**src/rtl/vedic_mult_seq_if.sv**
```systemverilog
// Handshake bundle for vedic_mult_seq: operand side (in_*), result side (out_*), and status.
// master = producer/consumer environment, slave = the multiplier.
interface vedic_mult_seq_if #(
  parameter int WIDTH = 8
);
  logic                 in_valid;
  logic                 in_ready;
  logic [WIDTH-1:0]     a;
  logic [WIDTH-1:0]     b;
  logic                 signed_mode;
  logic                 out_valid;
  logic                 out_ready;
  logic [2*WIDTH-1:0]   product;
  logic                 busy;

  modport master (
    output in_valid, a, b, signed_mode, out_ready,
    input  in_ready, out_valid, product, busy
  );

  modport slave (
    input  in_valid, a, b, signed_mode, out_ready,
    output in_ready, out_valid, product, busy
  );
endinterface

```
**src/rtl/vedic_mult_seq.sv**
```systemverilog
// Sequential Urdhva-Tiryagbhyam multiplier: WIDTH x WIDTH -> 2*WIDTH, two bits of b per cycle.
// Latency WIDTH/2 cycles after accept; result held in DONE until out_ready, no new accept until handoff.
module vedic_mult_seq #(
  parameter int WIDTH = 8
) (
  input  logic               i_clk,
  input  logic               i_rst_n,
  vedic_mult_seq_if.slave    s_if
);

  localparam int PW = 2 * WIDTH;
  localparam int ND = WIDTH / 2;
  localparam int KW = (ND > 1) ? $clog2(ND) : 1;
  localparam logic [KW-1:0] K_LAST = KW'(ND - 1);

  typedef enum logic [1:0] {
    S_IDLE = 2'd0,
    S_MUL  = 2'd1,
    S_DONE = 2'd2
  } state_t;

  state_t              r_state;
  state_t              w_state_nxt;

  logic [WIDTH-1:0]    r_a_mag;
  logic [WIDTH-1:0]    r_b_mag;
  logic                r_neg;
  logic [PW-1:0]       r_acc;
  logic [KW-1:0]       r_k;
  logic [PW-1:0]       r_product;

  logic                w_accept;
  logic                w_last;
  logic [WIDTH-1:0]    w_a_mag_in;
  logic [WIDTH-1:0]    w_b_mag_in;
  logic                w_neg_in;
  logic [WIDTH-1:0]    w_b_shift;
  logic [1:0]          w_digit;
  logic [WIDTH-1:0]    w_pp0;
  logic [WIDTH-1:0]    w_pp1;
  logic [WIDTH-1:1]    w_c;
  logic [WIDTH+1:0]    w_row;
  logic [PW-1:0]       w_row_ext;
  logic [PW-1:0]       w_row_shl;
  logic [PW-1:0]       w_acc_next;
  logic [PW-1:0]       w_prod_next;

  assign w_accept = s_if.in_valid && (r_state == S_IDLE);
  assign w_last   = (r_k == K_LAST);

  // Most-negative operand maps to 2^(WIDTH-1), which still fits unsigned in WIDTH bits.
  assign w_a_mag_in = (s_if.signed_mode && s_if.a[WIDTH-1]) ? (~s_if.a + WIDTH'(1)) : s_if.a;
  assign w_b_mag_in = (s_if.signed_mode && s_if.b[WIDTH-1]) ? (~s_if.b + WIDTH'(1)) : s_if.b;
  assign w_neg_in   = s_if.signed_mode && (s_if.a[WIDTH-1] ^ s_if.b[WIDTH-1]);

  assign w_b_shift = r_b_mag >> {r_k, 1'b0};
  assign w_digit   = w_b_shift[1:0];
  assign w_pp0     = r_a_mag & {WIDTH{w_digit[0]}};
  assign w_pp1     = r_a_mag & {WIDTH{w_digit[1]}};

  // WIDTH x 2 row: vertical term, then crosswise pairs via half adder and ripple full adders.
  assign w_row[0] = w_pp0[0];
  assign w_row[1] = w_pp0[1] ^ w_pp1[0];
  assign w_c[1]   = w_pp0[1] & w_pp1[0];

  for (genvar gi = 2; gi < WIDTH; gi++) begin : g_fa
    assign w_row[gi] = w_pp0[gi] ^ w_pp1[gi-1] ^ w_c[gi-1];
    assign w_c[gi]   = (w_pp0[gi] & w_pp1[gi-1]) |
                       (w_pp0[gi] & w_c[gi-1])   |
                       (w_pp1[gi-1] & w_c[gi-1]);
  end

  assign w_row[WIDTH]   = w_pp1[WIDTH-1] ^ w_c[WIDTH-1];
  assign w_row[WIDTH+1] = w_pp1[WIDTH-1] & w_c[WIDTH-1];

  assign w_row_ext   = {{(PW-WIDTH-2){1'b0}}, w_row};
  assign w_row_shl   = w_row_ext << {r_k, 1'b0};
  assign w_acc_next  = r_acc + w_row_shl;
  assign w_prod_next = r_neg ? (~w_acc_next + PW'(1)) : w_acc_next;

  always_ff @(posedge i_clk or negedge i_rst_n) begin
    if (!i_rst_n) begin
      r_state <= S_IDLE;
    end else begin
      r_state <= w_state_nxt;
    end
  end

  always_comb begin
    w_state_nxt = r_state;
    case (r_state)
      S_IDLE: if (w_accept)           w_state_nxt = S_MUL;
      S_MUL:  if (w_last)             w_state_nxt = S_DONE;
      S_DONE: if (s_if.out_ready)     w_state_nxt = S_IDLE;
      default:                        w_state_nxt = S_IDLE;
    endcase
  end

  always_ff @(posedge i_clk or negedge i_rst_n) begin
    if (!i_rst_n) begin
      r_a_mag   <= '0;
      r_b_mag   <= '0;
      r_neg     <= 1'b0;
      r_acc     <= '0;
      r_k       <= '0;
      r_product <= '0;
    end else begin
      if (w_accept) begin
        r_a_mag <= w_a_mag_in;
        r_b_mag <= w_b_mag_in;
        r_neg   <= w_neg_in;
        r_acc   <= '0;
        r_k     <= '0;
      end else if (r_state == S_MUL) begin
        r_acc <= w_acc_next;
        r_k   <= w_last ? '0 : r_k + KW'(1);
        if (w_last) begin
          r_product <= w_prod_next;
        end
      end
    end
  end

  assign s_if.in_ready  = (r_state == S_IDLE);
  assign s_if.busy      = (r_state != S_IDLE);
  assign s_if.out_valid = (r_state == S_DONE);
  assign s_if.product   = r_product;

endmodule

```
**src/flat_wrapper.sv**
```systemverilog
// flat-port wrapper written by rule: the top's interface ports become plain ports
module vedic_mult_seq_flat 
#(
  parameter int WIDTH = 8
)
  (i_clk, i_rst_n, s_if_in_valid, s_if_a, s_if_b, s_if_signed_mode, s_if_out_ready, s_if_in_ready, s_if_out_valid, s_if_product, s_if_busy);
  vedic_mult_seq_if #(.WIDTH(WIDTH)) s_if_i ();
  input  logic i_clk;
  input  logic i_rst_n;
  input wire logic [$bits(s_if_i.in_valid)-1:0] s_if_in_valid;
  input wire logic [$bits(s_if_i.a)-1:0] s_if_a;
  input wire logic [$bits(s_if_i.b)-1:0] s_if_b;
  input wire logic [$bits(s_if_i.signed_mode)-1:0] s_if_signed_mode;
  input wire logic [$bits(s_if_i.out_ready)-1:0] s_if_out_ready;
  output wire logic [$bits(s_if_i.in_ready)-1:0] s_if_in_ready;
  output wire logic [$bits(s_if_i.out_valid)-1:0] s_if_out_valid;
  output wire logic [$bits(s_if_i.product)-1:0] s_if_product;
  output wire logic [$bits(s_if_i.busy)-1:0] s_if_busy;
  assign s_if_i.in_valid = s_if_in_valid;
  assign s_if_i.a = s_if_a;
  assign s_if_i.b = s_if_b;
  assign s_if_i.signed_mode = s_if_signed_mode;
  assign s_if_i.out_ready = s_if_out_ready;
  assign s_if_in_ready = s_if_i.in_ready;
  assign s_if_out_valid = s_if_i.out_valid;
  assign s_if_product = s_if_i.product;
  assign s_if_busy = s_if_i.busy;
  vedic_mult_seq #(.WIDTH(WIDTH)) u_core (.i_clk(i_clk), .i_rst_n(i_rst_n), .s_if(s_if_i));
endmodule
```
**config.mk**
```make
export PLATFORM = sky130hd
export DESIGN_NAME = vedic_mult_seq_flat
export DESIGN_NICKNAME = d
export VERILOG_FILES = /design/src/rtl/vedic_mult_seq_if.sv /design/src/rtl/vedic_mult_seq.sv /design/src/flat_wrapper.sv
export SDC_FILE = /design/constraint.sdc
export NUM_CORES = 1
export LEC_CHECK = 0
export CAP_MARGIN = 15
export CELL_PAD_IN_SITES_DETAIL_PLACEMENT = 0
export CELL_PAD_IN_SITES_GLOBAL_PLACEMENT = 2
export CORE_AREA = 4 4 111 113
export DETAILED_ROUTE_END_ITERATION = 16
export DIE_AREA = 0 0 115 117
export PLACE_DENSITY_LB_ADDON = 0.1
export SYNTH_ARGS = -nofsm -noshare
export SYNTH_HDL_FRONTEND = slang
export SYNTH_SLANG_ARGS = --single-unit
```
**constraint.sdc**
```tcl
create_clock -name i_clk -period 7.4 [get_ports i_clk]
set_input_delay 0.74 -clock i_clk [delete_from_list [all_inputs] [get_ports i_clk]]
set_output_delay 0.74 -clock i_clk [all_outputs]
set_load 0.01 [all_outputs]
```
* Word-level counts from Yosys, hierarchy flattened *
Index checks and enable logic that the tools add are counted.

word-level totals
  register bits = 53
  input port bits = 21
  output and inout bits = 19

operators by class
  add/subtract/negate cells = 5
  equality and inequality tests = 6
  shift-type cells = 2
  multiplexer cells = 12
  bitwise operators = 53
  reduce and logical (&&, ||, !) cells = 9

operators by type and width
  kind                     count
  $mux W16                 3
  $and A1 B1 Y1            20
  $add A16 B1 Y16 const B  1
  $add A16 B16 Y16         1
  $add A8 B1 Y8 const B    2
  $and A8 B8 Y8            2
  $mux W8                  2
  $not A16 Y16             1
  $not A8 Y8               2
  $shl A10 B3 Y16          1
  $xor A1 B1 Y1            15
  $mux W2                  6
  $or A1 B1 Y1             12
  $shr A8 B3 Y2            1
  $pmux W2 S3              1
  $reduce_and A3 Y1        2
  $eq A2 B2 Y1 const B     2
  $logic_and A1 B1 Y1      4
  $ne A2 B1 Y1 const B     2
  $reduce_bool A2 Y1       2
  $add A2 B1 Y2 const B    1
  $eq A2 B1 Y1 const B     1
  $logic_not A2 Y1         1
  $ne A2 B2 Y1 const B     1
  $not A1 Y1               1

* Depth between registers and ports, before layout *
  word-level depth = 27
  gate-level depth with buffers = 28

* Least setup slack after synthesis *
OpenSTA, ideal clock, no wires.

  kind = register to register
  start point = register u_core.r_k[0]
  end point = register u_core.r_product[15] (netlist: u_core.s_if.product[15])
  library setup time = 0.124 ns
  arrival time = 6.041 ns
  data required time = 7.276 ns
  path slack = 1.235 ns
  cell stages (with the launch flop) = 29
  buffers on the path = 2
  clock period less this slack = 6.165 ns
  cells stage by stage = dfrtp_1 -> clkbuf_1 -> mux4_2 -> and2_1 -> ha_1 -> inv_1 -> fa_1 -> fa_1 -> fa_1 -> fa_1 -> fa_1 -> inv_1 -> fa_1 -> ha_1 -> inv_1 -> mux2i_1 -> nor2_1 -> a21oi_1 -> ha_1 -> clkbuf_1 -> a21oi_1 -> o22ai_1 -> a2111oi_0 -> o31a_1 -> o21bai_1 -> xor2_1 -> o41ai_2 -> xnor2_1 -> o21ai_1

between the ends
  word-level cells in the longest chain between the ends = 27

ends and longest elaborated chain
  element                                                line                                        RTL
  start, declared                                        vedic_mult_seq.sv:29                        logic [KW-1:0] r_k;
  start signal, assigned                                 vedic_mult_seq.sv:116                       r_k <= w_last ? '0 : r_k + KW'(1);
  $shr A8 B3 Y2                                          vedic_mult_seq.sv:56                        assign w_b_shift = r_b_mag >> {r_k, 1'b0};
  $and A8 B8 Y8 (on tied branches)                       vedic_mult_seq.sv:58, vedic_mult_seq.sv:59
  $and A1 B1 Y1                                          vedic_mult_seq.sv:64                        assign w_c[1] = w_pp0[1] & w_pp1[0];
  $and A1 B1 Y1                                          vedic_mult_seq.sv:69                        (w_pp0[gi] & w_c[gi-1]) |
  $or A1 B1 Y1                                           vedic_mult_seq.sv:68                        assign w_c[gi] = (w_pp0[gi] & w_pp1[gi-1]) |
  $or A1 B1 Y1                                           vedic_mult_seq.sv:69
  $and A1 B1 Y1                                          vedic_mult_seq.sv:69
  $or A1 B1 Y1                                           vedic_mult_seq.sv:68
  [... 11 more ...]                                      n/a
  $or A1 B1 Y1                                           vedic_mult_seq.sv:68
  $or A1 B1 Y1                                           vedic_mult_seq.sv:69
  $xor A1 B1 Y1 / $and A1 B1 Y1 (equally long branches)  vedic_mult_seq.sv:73, vedic_mult_seq.sv:74
  $shl A10 B3 Y16                                        vedic_mult_seq.sv:77                        assign w_row_shl = w_row_ext << {r_k, 1'b0};
  $add A16 B16 Y16                                       vedic_mult_seq.sv:78                        assign w_acc_next = r_acc + w_row_shl;
  $not A16 Y16                                           vedic_mult_seq.sv:79                        assign w_prod_next = r_neg ? (~w_acc_next + PW'(1)) : w_acc_next;
  $add A16 B1 Y16                                        vedic_mult_seq.sv:79
  $mux W16                                               vedic_mult_seq.sv:79
  end signal, assigned                                   vedic_mult_seq.sv:118                       r_product <= w_prod_next;
  end, declared                                          vedic_mult_seq.sv:30                        logic [PW-1:0] r_product;

Several ways; a longest one is shown, not always the timed one.
A chain may end at the register's enable or synchronous reset.

* Worst setup path after layout *
Same ends and word-level chain as after synthesis.

==> results.yml <==
cts:
  cts.sinks: 53
  cts.repair.resized: 0
  worst_setup_hold_path_clk_slew_ns: 0.08
  ctsHtreeMaxLevel: 2
  ctsHoldBuffers: 0
  cts-root-buf: "clkbuf_16"
  clk_path_buf_depth: 2
  post_cts_buffers: 0
  cts_tree: "built"
  clk-insertion-delay-late_ns: 0.30
  cts_buffers: 5
placement:
  preCtsSetupSlack_ns: 1.084
  gpl.final_weighted_congestion: 0.8383
  dpl_cell_area_mm2: 0.004409
  post-dp-hpwl_mm: 7.298
  io_buffers: 39
sta:
  setup_viol: 0
  layout_skew_ns: 0.008399
  period_minus_slack_ns: 6.334
  maximum_clock_rate_ghz: 0.1579
  timing_worst_slew_pin_value_ns: 0.9089
  fin_crit_sh_pct: 85.60
  finalHoldViolCount: 0
  setup_ws_final_ns: 1.066
  timing.max_slew.rel_slack_pct: 39.26
  final-max-slew-violation-count: 0
  setup_tns_final_ns: 0
  grt_setup_unrepaired: "false"
finish:
  layout.cells.most_common_list: "nand2_1 (78), o21ai_0 (54), dfrtp_1 (53)"
  final_layout_size_suffix_gt1_share_pct: 6.173
  stdcell_area_mm2: 0.004579
  n_antenna_cell: 0
  most_frequent_standard_cell_in_the_layout_excluding_fill_and_tap_cells: "nand2_1"
  design.final.nets: 535
  layout_overhead_on_the_synthesized_area_pct: 17.72
global_routing:
  first_pass_grt_wire_length_mm: 15.39
  first_global_vias: 3091
  globalRouteTotalUtil_pct: 14.55
  grt_antenna_before_repair: 0
  grt_max_degree: 54
  grt_overflow: 0
die:
  die_w_um: 115
  rows: 39
  floorplan.die.height_um: 117
  die_area_mm2: 0.01346
  placeable_core_region_mm2: 0.01132
  initial_core_util_pct: 34.36
  boundaryPins: 40
routing:
  vias_per_cell: 5.011
  routed_wire_length_per_instance_um: 15.01
  drt.antenna.violating_nets: 0
  drt_wl_total_mm: 9.444
  routed-via-count: 3152
  detail_route.drc_violations: 0
  detail_route.iter0.violations: 139
  drt_pre_antenna_iters: 4
logic_synthesis:
  synth-edff-count: 0
  synth_seq_cells: 53
  synthFlopType: "dfrtp_1"
  ys_types: 50
  synthesis.area_per_instance_um2: 8.549
  synth.cell_area_mm2: 0.003890
  synth_cells: 455
  synthesis.nets: 505
  synth.yosys.warnings: 0
  synthArstFlopShare_pct: 100.0
  ys_seq_area_share_pct: 34.09
power_and_ir_drop:
  power.leakage_uw: 0.002028
  power_per_cell_area_mw_per_mm2: 542.8
  vdd_drop_max_v: 0.0002079
setup_path:
  type_of_the_worst_setup_path: "flop to flop"
  cp-end-kind: "flop"
  timing.critical_path.fanout_max: 10
  cp.required_ns: 7.55
  crit_path_start_kind: "flop"
  cp.arrival_ns: 6.49
hold_path:
  path_type_of_the_worst_min_delay_path: "flop to flop"
job:
  max-cap-violations: 0
outcome:
  run_status: "finished clean"
critical path: stages, from the launching register on:
cell and delay, ns:
dfrtp_1 0.42, mux4_2 0.45, and2_1 0.16, ha_1 0.14
inv_1 0.04, fa_1 0.37, fa_1 0.39, fa_1 0.39
fa_1 0.39, fa_1 0.38, inv_1 0.08, fa_1 0.16
ha_1 0.23, inv_1 0.07, mux2i_1 0.08, nor2_1 0.10
a21oi_1 0.05, ha_1 0.41, a21oi_1 0.24, o22ai_1 0.13
a2111oi_0 0.40, o31a_1 0.23, o21bai_1 0.09, xor2_1 0.20
o41ai_2 0.33, xnor2_1 0.15, o21ai_1 0.07
synth_stat cells (5+ instances only):
library cell   n  share of area, %
nor3_1         6              0.77
xor2_1        18               4.1
nand2b_1       7               1.1
nand2_1       78               7.5
xnor2_1       20               4.5
and2_1         6              0.97
nand3_1       30               3.9
clkbuf_1      21               2.0
or3_1          5              0.80
fa_1           7               3.6
a21oi_1       16               2.1
mux2i_1       10               2.6
ha_1          22               7.1
dfrtp_1       53                34
inv_1         16               1.5
o21ai_1        9               1.2
o31ai_1        5              0.97
nor2_1        20               1.9
o21ai_0       54               6.9
kinds of logic after synthesis:
family,count (synthesis),synth area share [%]
adders and majority gates,29,10.68
xor gates and xnor gates,39,8.974
and+or+nand+nor,169,20.20
DFF,53,34.09
AOI/OAI and AO/OA,112,17.79
buffers and inverters,38,3.667
muxes,15,4.600
per-stage QoR:
stage | power (µW) | hold WS, ns | util, % | cells
floorplan | 1765 | 0.4444 | - | 455
global placement | 2255 | 0.4634 | 38.95 | 620
detailed placement | 2250 | 0.4693 | 38.95 | 620
CTS | 2504 | 0.4869 | 40.21 | 628
global route | 2724 | 0.5130 | 40.45 | 629
finish | 2485 | 0.4830 | 40.45 | 629
final timing paths:
| check | to | from | cells after the start | slack (ns) |
|---|---|---|---|---|
| max in group asynchronous | u_core.r_a_mag[6] | i_rst_n | 2 | 6.36 |
| min reg2reg | u_core.s_if.product[11] | u_core.s_if.product[11] | 2 | 0.48 |
| max reg2reg | u_core.s_if.product[15] | u_core.r_k[0] | 26 | 1.07 |
| min | u_core.s_if.product[11] | u_core.s_if.product[11] | 2 | 0.48 |
| min in group asynchronous | u_core.s_if.product[9] | i_rst_n | 2 | 0.57 |
| max | u_core.s_if.product[15] | u_core.r_k[0] | 26 | 1.07 |
per-layer routing:
layer | up-vias | global-route usage [%] | wire [µm]
li1 | 1645 | - | -
met1 | 1444 | 18.15 | 4363
met2 | 48 | 25.46 | 4576
met3 | 15 | 2.005 | 241
met4 | 0 | 5.790 | 262
met5 | - | 0 | 0
power by group:
group,switching [µW],total [µW],internal [µW],leakage [µW]
logic,1020,1730,705,0.00128
clock network,117,244,127,0.0000712
registers,94.1,512,418,0.000676
state kept, by name, indices dropped and copies added (netlist names):
register / flops
u_core.r_k: 2
u_core.s_if.product: 16
u_core.r_acc: 16
u_core.r_state: 2
u_core.r_b_mag: 8
u_core.r_a_mag: 8
u_core.r_neg: 1
final cells by class:
cell class	count	area, µm²
multi-input combinational	364	2421
fill	1170	6741
tap	143	178.9
timing repair buffer	45	450.4
sequential	53	1326
clock inverter	2	13.76
clock buffer	6	128.9
inverter	16	60.06
Power figures use the tool's default switching activity.
